[config.mk]
export PLATFORM = sky130hd
export DESIGN_NAME = tx_frame_controller
export DESIGN_NICKNAME = d
export VERILOG_FILES = /design/src/rtl/tx_frame_controller.sv
export SDC_FILE = /design/constraint.sdc
export NUM_CORES = 1
export LEC_CHECK = 0
export BUFFER_PORTS_ARGS = -buffer_cell sky130_fd_sc_hd__buf_2
export CORE_ASPECT_RATIO = 0.9
export CORE_MARGIN = 4
export CORE_UTILIZATION = 60
export DETAILED_ROUTE_END_ITERATION = 6
export GPL_TIMING_DRIVEN = 0
export PLACE_DENSITY = 0.85
export SYNTH_ARGS = -nofsm -noshare
export SYNTH_HDL_FRONTEND = slang
export SYNTH_SLANG_ARGS = --single-unit
[constraint.sdc]
create_clock -name clk_i -period 6.6 [get_ports clk_i]
set_input_delay 0.99 -clock clk_i [delete_from_list [all_inputs] [get_ports clk_i]]
set_output_delay 0.99 -clock clk_i [all_outputs]
set_load 0.02 [all_outputs]
[src/rtl/tx_frame_controller.sv]
// Frame sequencer for the 802.11 transmitter. It buffers one PSDU from a valid/ready source,
// launches the transmitter, and serialises the bytes LSB first into the PSDU sampling window.
module tx_frame_controller #(
    parameter int LENGTH_BYTES     = 16,
    parameter int PSDU_OFFSET      = 136,
    parameter int POST_PSDU_CYCLES = 96,
    parameter int CNT_W            = 16
) (
    input  logic             clk_i,
    input  logic             rst_i,
    input  logic [7:0]       inData_i,
    input  logic             inValid_i,
    output logic             inReady_o,
    input  logic             abort_i,
    output logic             txStart_o,
    output logic             txInput_o,
    output logic             txReset_o,
    output logic             busy_o,
    output logic             frameDone_o,
    output logic [CNT_W-1:0] frameCount_o
);

    localparam int CW   = $clog2(LENGTH_BYTES + 1);
    localparam int AW   = $clog2(LENGTH_BYTES);
    localparam int BW   = $clog2(8 * LENGTH_BYTES) + 1;
    localparam int TMAX = (PSDU_OFFSET > POST_PSDU_CYCLES) ? PSDU_OFFSET : POST_PSDU_CYCLES;
    localparam int TW   = $clog2(TMAX + 1);

    localparam logic [CW-1:0] LEN_C      = CW'(LENGTH_BYTES);
    localparam logic [BW-1:0] BIT_LAST_C = BW'(8 * LENGTH_BYTES - 1);
    localparam logic [TW-1:0] OFF_C      = TW'(PSDU_OFFSET);
    localparam logic [TW-1:0] POST_C     = TW'(POST_PSDU_CYCLES);

    localparam logic [2:0] S_IDLE   = 3'd0;
    localparam logic [2:0] S_FILL   = 3'd1;
    localparam logic [2:0] S_LAUNCH = 3'd2;
    localparam logic [2:0] S_HEADER = 3'd3;
    localparam logic [2:0] S_PSDU   = 3'd4;
    localparam logic [2:0] S_DRAIN  = 3'd5;
    localparam logic [2:0] S_DONE   = 3'd6;

    logic [2:0]       state_q, state_d;
    logic [CW-1:0]    count_q, count_d;
    logic [TW-1:0]    timer_q, timer_d;
    logic [BW-1:0]    bitIdx_q, bitIdx_d;
    logic             txInput_q, txInput_d;
    logic             txReset_q, txReset_d;
    logic [CNT_W-1:0] frameCount_q, frameCount_d;
    logic             abortPrev_q;
    logic [7:0]       buffer_q [LENGTH_BYTES];

    logic             abortEdge;
    logic             accept;
    logic [BW-2:0]    nextBit;
    logic             nextBitVal;

    // Abort acts once per assertion; holding it high does not retrigger.
    assign abortEdge  = abort_i && !abortPrev_q && (state_q != S_IDLE);
    assign inReady_o  = (state_q == S_FILL) && (count_q < LEN_C);
    assign accept     = inValid_i && inReady_o && !abortEdge;
    assign nextBit    = bitIdx_q[BW-2:0] + (BW-1)'(1);
    assign nextBitVal = buffer_q[nextBit[BW-2:3]][nextBit[2:0]];

    assign txStart_o    = (state_q == S_LAUNCH);
    assign busy_o       = (state_q == S_LAUNCH) || (state_q == S_HEADER) ||
                          (state_q == S_PSDU)   || (state_q == S_DRAIN);
    assign frameDone_o  = (state_q == S_DONE);
    assign txInput_o    = txInput_q;
    assign txReset_o    = txReset_q;
    assign frameCount_o = frameCount_q;

    always_comb begin
        state_d      = state_q;
        count_d      = count_q;
        timer_d      = timer_q;
        bitIdx_d     = bitIdx_q;
        txInput_d    = txInput_q;
        txReset_d    = 1'b0;
        frameCount_d = frameCount_q;
        case (state_q)
            S_IDLE: state_d = S_FILL;
            S_FILL: begin
                if (accept) count_d = count_q + CW'(1);
                if (count_q == LEN_C) state_d = S_LAUNCH;
            end
            S_LAUNCH: begin
                state_d = S_HEADER;
                timer_d = TW'(1);
            end
            // The serial bit is registered one cycle ahead so it is stable when sampled.
            S_HEADER: begin
                if (timer_q == OFF_C) begin
                    state_d   = S_PSDU;
                    bitIdx_d  = '0;
                    txInput_d = buffer_q[0][0];
                end else begin
                    timer_d = timer_q + TW'(1);
                end
            end
            S_PSDU: begin
                if (bitIdx_q == BIT_LAST_C) begin
                    state_d   = S_DRAIN;
                    txInput_d = 1'b0;
                    timer_d   = TW'(1);
                end else begin
                    bitIdx_d  = {1'b0, nextBit};
                    txInput_d = nextBitVal;
                end
            end
            S_DRAIN: begin
                if (timer_q == POST_C) begin
                    state_d      = S_DONE;
                    frameCount_d = frameCount_q + CNT_W'(1);
                end else begin
                    timer_d = timer_q + TW'(1);
                end
            end
            S_DONE: begin
                state_d = S_FILL;
                count_d = '0;
            end
            default: state_d = S_IDLE;
        endcase
        if (abortEdge) begin
            state_d      = S_FILL;
            count_d      = '0;
            txInput_d    = 1'b0;
            txReset_d    = 1'b1;
            frameCount_d = frameCount_q;
        end
    end

    always_ff @(posedge clk_i or posedge rst_i) begin
        if (rst_i) begin
            state_q      <= S_IDLE;
            count_q      <= '0;
            timer_q      <= '0;
            bitIdx_q     <= '0;
            txInput_q    <= 1'b0;
            txReset_q    <= 1'b0;
            frameCount_q <= '0;
            abortPrev_q  <= 1'b0;
        end else begin
            state_q      <= state_d;
            count_q      <= count_d;
            timer_q      <= timer_d;
            bitIdx_q     <= bitIdx_d;
            txInput_q    <= txInput_d;
            txReset_q    <= txReset_d;
            frameCount_q <= frameCount_d;
            abortPrev_q  <= abort_i;
        end
    end

    always_ff @(posedge clk_i) begin
        if (accept) buffer_q[count_q[AW-1:0]] <= inData_i;
    end

endmodule

==> results.ini, run 1 <==
[placed_design]
place_hpwl_mm=11.1
pre_cts_slack_ns=2.65
place_congestion=0.968
portBuffers=33
placed_area_mm2=0.00787
placed_cells=748

[synth]
synth_edf_count=128
ys_ff_latch=170
async_reset_ff_share_pct=24.7
syn-num-nets=575
synth.distinct_cells=61
yosys_warnings=0
yosysSeqAreaShare_pct=65.2
syn_area_per_cell_um2=13.5
synth_area_mm2=0.00751
synth_flop_cell=edfxtp_1
synth_cells=555

[worst_setup_path]
worstPathRequired_ns=6.91
slowest_stage=xnor2_1
crit_family=multiplexers
crit_chain=ha_1, buf_2, nand3_4, xnor2_1, buf_2, mux4_1, mux2i_1, mux2_2, a211oi_1, or4_1, o31a_1
crit_path_frequent_cell=buf_2
crit_buf_inv=2
crit_arrival_ns=4.33
setup.worst_path.start_class=flip-flop
cp-end-kind=flip-flop
path_class=flip-flop to flip-flop
path_max_fanout=10
slowest_delay_ns=0.70

[detailed_routing]
dr_total_vias=5037
wl_met1_mm=6.61
top_layer=met4
drcViolationCount=4
first_pass_iters=7
viasPerCell=6.46
first_iter_violations=729
wl_per_cell_um=22.0
routed-wl-met2_mm=8.36
ant_nets=0
routed_wl_mm=17.1
wl_met3_mm=1.50

[timing]
slew_headroom_pct=4.11
worst_pin_slew_ns=1.43
fin_crit_sh_pct=60.9
fmax_mhz=249
setup_ws_ns=2.58
setup_viol_count_final=0
min_period_ns=4.02
rsz0062_at_grt=no
fin_setup_tns_ns=0
hold_violations=0
fin_skew_ns=0.00891
drv_slew=0

[floorplan]
die_h_um=114
initial_utilization_pct=61.9
core_region_area_mm2=0.0121
fp-row-count=38
dieArea_mm2=0.0144
top_level_ports=34
fp.dieW_um=126

[grt]
grt_overflow_total=0
grt_pass1_vias=4878
antenna_found_initial=0
grt_max_degree=43
grtUsageTotal_pct=24.7
grt_pass1_wl_mm=26.6

[finish]
nets=627
drive_gt1_share_pct=16.3
final_common_cell=edfxtp_1
fillers=764
area_growth_pct=12.7
final_cells=780
layout_common_cells=edfxtp_1 (128), nand2_1 (66), nor2_1 (48)
fin_area_mm2=0.00846
regArea_mm2=0.00489
multiInputGateArea_mm2=0.00244
diodes=0

[clock_tree]
h-tree-depth=4
post_cts_buffers=0
cts_hold_buf=0
insertion_delay_ns=0.44
clk_path_buf_depth=2
numCtsBuffers=17
cts-root-buf=clkbuf_16
cts.sink_count=170
post_cts_resized=0
cts_tree=done
path_clk_slew_ns=0.07

[power]
pwr-share-seq_pct=52.2
p_sw_share_pct=25.1
ir_drop_v=0.000273
powerDensity_mw_per_mm2=275
pwr-share-comb_pct=6.0
p_total_uw=2330
intPower_uw=1740
p_clk_share_pct=41.7
power_switching_uw=583
leakage_uw=0.00309

[status]
outcome=finished, violations left
violations=design-rule violations

[run]
cap_violations=0

[min_path]
min_path_type=flip-flop to flip-flop

power by group through the flow:
stage / sequential [uW] / clock, uW / combinational, uW
global placement: 1230 / 0 / 126
CTS: 1210 / 970 / 137
detailed placement: 1240 / 0 / 134
floorplan: 1230 / 0 / 86.9
global route: 1220 / 1020 / 153
finish: 1220 / 970 / 141
synthesized netlist by cell type, types with 12 or more instances:
cell type  instances  share of area [%]
edfxtp_1         128                 51
xnor2_1           16                1.9
clkbuf_1          15               0.75
mux2i_1           12                1.6
and3_1            14                1.2
a21oi_1           13               0.87
nand3_1           20                1.3
o21ai_0           22                1.5
nor2_1            48                2.4
dfrtp_1           42                 14
nor3_1            12               0.80
nand2_1           66                3.3
final timing paths:
path	start	end	slack [ns]	depth (start not counted)
setup / recovery	bitIdx_q[1]	txInput_o	2.58	11
hold / removal	frameCount_o[15]	frameCount_o[15]	0.47	1
setup reg to reg	bitIdx_q[1]	txInput_o	2.58	11
hold reg to reg	frameCount_o[15]	frameCount_o[15]	0.47	1
max in group asynchronous	rst_i	count_q[0]	5.29	2
min in group asynchronous	rst_i	frameCount_o[12]	0.74	2
cells by family after synthesis:
| family | synth area share (%) |
|---|---|
| xor+xnor | 3.05 |
| flops | 65.2 |
| fa+ha+maj | 1.33 |
| simple gates | 13.8 |
| mux | 7.30 |
| compound gates | 6.93 |
| buf+inv | 2.42 |
through the flow:
step | hold WS (ns) | util (%)
final | 0.475 | 69.8
after global routing | 0.495 | 69.8
after CTS | 0.472 | 69.7
after detailed placement | 0.458 | 64.9
after global placement | 0.457 | 64.9
after floorplan | 0.464 | -
state kept, by name (all words and copies together) (netlist names):
| signal | cells |
|---|---|
| buffer_q | 128 |
| frameCount_o | 16 |
| timer_q | 8 |
| bitIdx_q | 7 |
| count_q | 5 |
| state_q | 3 |
| abortPrev_q | 1 |
| txInput_o | 1 |
| txReset_o | 1 |
layer usage:
layer / up-vias / track usage (%)
met2: 307 / 40.2
met4: 0 / 10.7
li1: 2221 / -
met5: - / 0
met1: 2435 / 31.9
met3: 74 / 6.67
area by class of cell:
class	count	area share, %
plain buffers	27	1.74
well taps	160	2.37
inverters	9	0.399
repair buffers	33	1.95
multi-input cells	349	28.8
clock buffers	17	5.03
flip-flops and latches	170	57.8
clock inverters	15	1.83
Note: power is estimated with default switching activity, not from simulation.
==> run 2, diff against run 1 <==
==> constraint.sdc (replaced) <==
create_clock -name clk_i -period 3.75 [get_ports clk_i]
set_input_delay 0.5625 -clock clk_i [delete_from_list [all_inputs] [get_ports clk_i]]
set_output_delay 0.5625 -clock clk_i [all_outputs]
set_load 0.02 [all_outputs]
==> run 2 against run 1 <==
The flow finishes with violations (max-capacitance violations). Highest routed layer unchanged. Critical path depth stayed put. Power is 76% higher. Routed wire length is 0.16% lower. Final cell count stayed put. Sequential power is 75% higher. Maximum frequency is 13% higher. Utilization is 0.15 points higher.
==> results.ini, run 2 (synthesis results as in run 1) <==
[status]
outcome=finished, violations left
violations=max-capacitance violations

[detailed_routing]
drcViolationCount=0
wl_met3_mm=1.66
ant_nets=0
dr_total_vias=5033
wl_met1_mm=6.45
first_iter_violations=788
routed-wl-met2_mm=8.29
first_pass_iters=5
viasPerCell=6.45
top_layer=met4
wl_per_cell_um=21.9
routed_wl_mm=17.1

[timing]
hold_violations=0
worst_pin_slew_ns=1.48
fin_skew_ns=0.00830
setup_ws_ns=0.188
fin_crit_sh_pct=95.0
setup_viol_count_final=0
slew_headroom_pct=0.410
min_period_ns=3.56
fin_setup_tns_ns=0
drv_slew=0
fmax_mhz=281
rsz0062_at_grt=no

[clock_tree]
cts_hold_buf=0
path_clk_slew_ns=0.07
insertion_delay_ns=0.44
clk_path_buf_depth=2
post_cts_buffers=0
cts.sink_count=170
cts_tree=done
numCtsBuffers=17
h-tree-depth=4
cts-root-buf=clkbuf_16

[finish]
nets=627
fillers=763
area_growth_pct=13.0
diodes=0
multiInputGateArea_mm2=0.00246
largest_register_ff_count=128
final_common_cell=edfxtp_1
regArea_mm2=0.00489
drive_gt1_share_pct=16.5
layout_common_cells=edfxtp_1 (128), nand2_1 (66), nor2_1 (48)

[power]
leakage_uw=0.00310
powerDensity_mw_per_mm2=482
ir_drop_v=0.000480

[worst_setup_path]
path_class=flip-flop to flip-flop
crit_arrival_ns=3.88
path_max_fanout=10
cp-end-kind=flip-flop
worstPathRequired_ns=4.07
setup.worst_path.start_class=flip-flop

[floorplan]
die_h_um=114
fp-row-count=38
fp.dieW_um=126
top_level_ports=34
dieArea_mm2=0.0144
core_region_area_mm2=0.0121
initial_utilization_pct=61.9

[placed_design]
place_hpwl_mm=11.1
place_congestion=0.968
portBuffers=33
pre_cts_slack_ns=-0.200

[grt]
grtUsageTotal_pct=24.8
grt_max_degree=43
antenna_found_initial=0
grt_overflow_total=0
grt_pass1_wl_mm=26.7
grt_pass1_vias=4878

[run]
cap_violations=1

[min_path]
min_path_type=input port to flip-flop

run 2: cell counts in the layout (fill, tap and decap cells not counted):
Identical to the previous run, type by type.
run 2: power breakdown:
| group | switching [uW] | internal (uW) |
|---|---|---|
| clock | 815 | 886 |
| sequential | 31.0 | 2110 |
| combinational | 174 | 72.7 |
run 2: layout make-up:
| class | count | share of cell area (%) |
|---|---|---|
| clock buffers | 17 | 5.02 |
| flip-flops and latches | 170 | 57.7 |
| well taps | 160 | 2.36 |
| inverters | 9 | 0.398 |
| multi-input cells | 349 | 29.0 |
| clock inverters | 15 | 1.83 |
| repair buffers | 33 | 1.95 |
| plain buffers | 27 | 1.74 |
run 2: routing by layer:
layer / vias to the layer above / GRT usage, %
met1: 2443 / 32.0
met2: 300 / 40.2
met4: 0 / 10.7
met5: - / 0
met3: 65 / 6.67
li1: 2225 / -
run 2: final timing paths:
check	from	end	slack, ns	depth (start not counted)
min in group asynchronous	rst_i	frameCount_o[12]	0.31	2
worst min-delay path	abort_i	abortPrev_q	0.24	1
worst min register to register	frameCount_o[15]	frameCount_o[15]	0.47	1
max in group asynchronous	rst_i	count_q[0]	2.87	2
worst max-delay path	bitIdx_q[1]	txInput_o	0.19	11
worst max register to register	bitIdx_q[1]	txInput_o	0.19	11
run 2: per-stage QoR:
stage,util (%),hold slack [ns],cells,power (uW),instance area (um2)
after floorplan,-,0.464,555,2320,7510
after global placement,64.9,0.457,748,2390,7870
after detailed placement,64.9,0.458,748,2410,7870
after CTS,69.8,0.235,780,4090,8460
after global routing,69.9,0.233,780,4210,8480
final,69.9,0.243,780,4090,8480
run 2: critical path, stage by stage (launching register included):
cell      delay, ns
dfrtp_1        0.48
ha_1           0.20
buf_2          0.20
nand3_4        0.17
xnor2_4        0.33
buf_2          0.35
mux4_1         0.34
mux2i_1        0.18
mux2_2         0.20
a211oi_1       0.10
or4_1          0.56
o31a_1         0.33
run 2: what timing repair did:
action	CTS	global route
gates resized for setup	1	1
cloned	0	0
endpoints found under the setup margin	1	1
